<file path="src/rtl/seq_divider.sv">
// Sequential restoring divider: one quotient bit per clock, results held until the next start.
// A zero divisor skips the iteration and returns all-ones quotient with the dividend as remainder.
module seq_divider #(
  parameter int unsigned WIDTH = 4
) (
  input  logic             clk,
  input  logic             rst_n,
  input  logic             start,
  input  logic [WIDTH-1:0] dividend,
  input  logic [WIDTH-1:0] divisor,
  output logic             busy,
  output logic             done,
  output logic [WIDTH-1:0] quotient,
  output logic [WIDTH-1:0] remainder,
  output logic             div_by_zero
);

  localparam int unsigned CW = (WIDTH > 2) ? $clog2(WIDTH) : 1;
  localparam logic [CW-1:0] LastStep = CW'(WIDTH - 1);

  typedef enum logic [1:0] {StIdle, StRun, StDone} state_e;

  state_e           state_q;
  logic [WIDTH:0]   rem_q;
  logic [WIDTH-1:0] dvd_q;
  logic [WIDTH-1:0] dvs_q;
  logic [CW-1:0]    cnt_q;

  logic [WIDTH:0]   rem_sh;
  logic [WIDTH:0]   rem_nx;
  logic [WIDTH-1:0] dvd_nx;

  // One restoring step; the extra remainder bit keeps compare/subtract overflow-free.
  always_comb begin
    rem_sh = (rem_q << 1) | {{WIDTH{1'b0}}, dvd_q[WIDTH-1]};
    dvd_nx = {dvd_q[WIDTH-2:0], 1'b0};
    rem_nx = rem_sh;
    if (rem_sh >= {1'b0, dvs_q}) begin
      rem_nx    = rem_sh - {1'b0, dvs_q};
      dvd_nx[0] = 1'b1;
    end
  end

  always_ff @(posedge clk or negedge rst_n) begin
    if (!rst_n) begin
      state_q     <= StIdle;
      rem_q       <= '0;
      dvd_q       <= '0;
      dvs_q       <= '0;
      cnt_q       <= '0;
      busy        <= 1'b0;
      done        <= 1'b0;
      quotient    <= '0;
      remainder   <= '0;
      div_by_zero <= 1'b0;
    end else begin
      case (state_q)
        StIdle: begin
          done <= 1'b0;
          if (start) begin
            dvd_q <= dividend;
            dvs_q <= divisor;
            rem_q <= '0;
            cnt_q <= '0;
            if (divisor == '0) begin
              quotient    <= '1;
              remainder   <= dividend;
              div_by_zero <= 1'b1;
              done        <= 1'b1;
              state_q     <= StDone;
            end else begin
              div_by_zero <= 1'b0;
              busy        <= 1'b1;
              state_q     <= StRun;
            end
          end
        end
        StRun: begin
          rem_q <= rem_nx;
          dvd_q <= dvd_nx;
          cnt_q <= cnt_q + CW'(1);
          if (cnt_q == LastStep) begin
            quotient  <= dvd_nx;
            remainder <= rem_nx[WIDTH-1:0];
            busy      <= 1'b0;
            done      <= 1'b1;
            state_q   <= StDone;
          end
        end
        StDone: begin
          done    <= 1'b0;
          state_q <= StIdle;
        end
        default: state_q <= StIdle;
      endcase
    end
  end

endmodule

</file>
<file path="config.mk">
export PLATFORM = sky130hd
export DESIGN_NAME = seq_divider
export DESIGN_NICKNAME = d
export VERILOG_FILES = /design/src/rtl/seq_divider.sv
export SDC_FILE = /design/constraint.sdc
export NUM_CORES = 1
export LEC_CHECK = 0
export CAP_MARGIN = 20
export CORE_ASPECT_RATIO = 1.5
export CORE_MARGIN = 1
export CORE_UTILIZATION = 50
export CTS_CLUSTER_SIZE = 40
export DETAILED_ROUTE_END_ITERATION = 10
export MAX_ROUTING_LAYER = met4
export PLACE_DENSITY = 0.74
export REMOVE_ABC_BUFFERS = 1
export SETUP_SLACK_MARGIN = 0.2
export SYNTH_ARGS = -nofsm -noshare
export SYNTH_HDL_FRONTEND = slang
export SYNTH_SLANG_ARGS = --single-unit
</file>
<file path="constraint.sdc">
create_clock -name clk -period 3.3 [get_ports clk]
set_input_delay 0.66 -clock clk [delete_from_list [all_inputs] [get_ports clk]]
set_output_delay 0.66 -clock clk [all_outputs]
set_load 0.02 [all_outputs]
</file>
==> flow_metrics.tcl <==
set metrics [dict create \
    die_w_um 47.50 \
    clk_pin_slew_ps 100 \
    cts_root_buffer "clkbuf_8" \
    leakagePower_nw 0.7773 \
    final_cell_area_um2 1844 \
    rr_endpoint "quotient[0]" \
    clock_latency_ps 280 \
    yosysWarnings 0 \
    powerDensity_nw_per_um2 972.1 \
    syn_to_final_growth_pct 18.78 \
    endpoint "quotient[3]" \
    setup_tns_ps 0 \
    hpwl_um 2525 \
    grt_first_pass_wirelength_um 5285 \
    tritoncts "done" \
    outcome "completed" \
    synth-seq-area-share_pct 43.51 \
    period_minus_slack_ps 2366 \
    path_max_fanout 6 \
    rr_worst_depth 7 \
    critPathKind "primary input to flop" \
    setup.worst_path.start "divisor[1]" \
    io_buffers 21 \
    synthSimpleGateAreaFrac_pct 14.42 \
    core.rowCount 24 \
    p_sw_uw 798.0 \
    peakVddDrop_v 0.0006034 \
    swShare_pct 44.52 \
    synth_compound_area_share_pct 24.66 \
    critPathRequiredTime_ps 3480 \
    ctsLongestPathBuffers 2 \
    synth_fa_ha_area_share_pct 7.736 \
    worstSetupStartpointType "primary input" \
    nets 203 \
    synthFlopType "dfrtp_1" \
    cts_buffers 3 \
    synth.distinct_cells 40 \
    antenna_found_initial 0 \
    postPlaceCellArea_um2 1798 \
    coreArea_um2 2943 \
    overflow 0 \
    first_pass_iters 4 \
    cpMaxStageDelayCell "or4_1" \
    ys_async_sr_fraction_pct 100.0 \
    io_pins 22 \
    place_congestion 0.8021 \
    p_int_uw 994.7 \
    avgSynthCellArea_um2 9.585 \
    clock_skew_ps 6.213 \
    hold_viol 0 \
    die-area_um2 3337 \
    grt_max_degree 28 \
    crit_chain "clkdlybuf4s50_1 > or4_1 > o21ai_4 > o21ai_2 > or3_1 > o21a_1" \
    cpPeakStageDelay_ps 680 \
    max_slew_margin_pct 62.47 \
    r2r_slack_ps 1120 \
    cts_hold_buf 0 \
    vias 1251 \
    mostFrequentLayoutCells "dfrtp_1, clkdlybuf4s50_1, nand2_1" \
    viasPerCell 5.661 \
    num_antenna_cells 0 \
    synth-xor-area-share_pct 0.5641 \
    cts_max_level 1 \
    r2r-start "dvd_q[3]" \
    power_frac_comb_pct 58.6 \
    chipHeight_um 70.25 \
    netlist_area_um2 1553 \
    cts_sinks 27 \
    wirelength_um 3374 \
    layout-drive-gt1-share_pct 8.242 \
    crit_path_end_kind "flop" \
    post_cts_buffers 0 \
    post_cts_resize_count 0 \
    cap_violations 0 \
    initial_utilization_pct 52.76 \
    min_path_type "flop to flop" \
    ys_seq_elements 27 \
    final_common_cell "dfrtp_1" \
    worstPathArrival_ps 2540 \
    synthCells 162 \
    grt.total_usage_pct 22.27 \
    grt_pass1_vias 1211 \
    rsz0062_at_grt "no" \
    seqPwrFrac_pct 30.7 \
    synth_mux_area_share_pct 4.835 \
    slew_violations 0 \
    drtIter0Drc 32 \
    clock.fmax_mhz 422.6 \
    drcViolationCount 0 \
    antenna_left 0 \
    tightestPinTransition_ps 563.0 \
    setup_violations 0 \
    synth_edf_count 0 \
    wire_per_inst_um 15.27 \
    synth_top_family_by_area "compound AO/OA/AOI/OAI gates" \
    min_period_over_period_pct 71.70 \
    clock_power_share_pct 10.7 \
]
==> per-stage QoR <==
| stage | setup slack (ps) | hold WS [ps] | power, mW | utilization [%] | instances |
|---|---|---|---|---|---|
| 2_1_floorplan | 1206 | 364.4 | 1.308 | - | 155 |
| 3_3_place_gp | 670.5 | 459.0 | 1.554 | 61.10 | 217 |
| 3_5_place_dp | 658.3 | 469.8 | 1.597 | 61.10 | 217 |
| 4_1_cts | 947.5 | 491.5 | 1.792 | 62.67 | 221 |
| 5_1_grt | 884.7 | 513.0 | 1.922 | 62.67 | 221 |
| 6_report | 933.8 | 492.0 | 1.793 | 62.67 | 221 |
==> flip-flops by register name, indices dropped and copies added, names as in the netlist <==
| register | flops |
|---|---|
| cnt_q | 2 |
| div_by_zero | 1 |
| dvd_q | 4 |
| state_q | 2 |
| busy | 1 |
| done | 1 |
| dvs_q | 4 |
| remainder | 4 |
| quotient | 4 |
| rem_q | 4 |
==> how the worst min path moves through the flow <==
| stage | startpoint | end | cells after the start |
|---|---|---|---|
| 2_1_floorplan | rst_n | busy | 0 |
| 3_3_place_gp | rem_q[3] | rem_q[3] | 2 |
| 3_5_place_dp | rem_q[3] | rem_q[3] | 2 |
| 4_1_cts | rem_q[3] | rem_q[3] | 2 |
| 5_1_grt | rem_q[3] | rem_q[3] | 2 |
| 6_report | rem_q[3] | rem_q[3] | 2 |
==> cells by family (layout without fill, tap and decap cells) <==
logic type / after synthesis / after routing
adder cells (fa/ha/maj): 9 / 9
buffers and inverters: 17 / 37
XOR/XNOR: 1 / 1
AO/OA/AOI/OAI: 53 / 53
flip-flops: 27 / 27
AND/OR/NAND/NOR: 48 / 48
multiplexers: 7 / 7
==> cells in the mapped netlist, drive strengths merged (3+ instances only) <==
cell | count | area (µm²)
a21oi | 5 | 25.02
ha | 8 | 100.1
inv | 10 | 37.54
nor2 | 13 | 51.30
nor2b | 3 | 18.77
o21ai | 18 | 105.1
a31oi | 4 | 25.02
nand3 | 3 | 15.01
mux2i | 3 | 30.03
o21a | 7 | 52.55
nand2b | 3 | 18.77
mux2 | 4 | 45.04
dfrtp | 27 | 675.7
nand2 | 17 | 63.81
clkbuf | 5 | 18.77
or3 | 4 | 25.02
o31ai | 3 | 22.52
==> power groups by stage <==
stage	registers [mW]	logic (mW)	clock network, mW
after floorplan	0.576	0.732	0
after global placement	0.552	1.00	0
after detailed placement	0.558	1.04	0
after CTS	0.551	1.05	0.190
after global routing	0.566	1.15	0.205
final	0.551	1.05	0.191
==> metal layers <==
layer  wire length (µm)  part of all wire [%]  vias up  global-route usage (%)
met1               1496                    44      616                   28.14
met4                 49                   1.5        0                   6.667
met5                  0                     0        -                       -
met2               1780                    53       14                   36.23
met3                 48                   1.4        5                   2.326
li1                   -                     -      616                       -
==> critical path: cells and delay by family <==
kind	cells	cell delay, ps
AND/OR/NAND/NOR	2	1010
buffers and inverters	1	430
AO/OA/AOI/OAI	3	440
==> layout make-up <==
class                           instances  area (µm²)
Fill cell                             276        1099
Multi-Input combinational cell        118       810.8
Timing Repair Buffer                   23       225.2
Sequential cell                        27       675.6
Inverter                               10       37.54
Clock buffer                            3       41.29
Clock inverter                          1       5.005
Tap cell                               39       48.80
No activity file was read; power rests on OpenSTA's default activity.
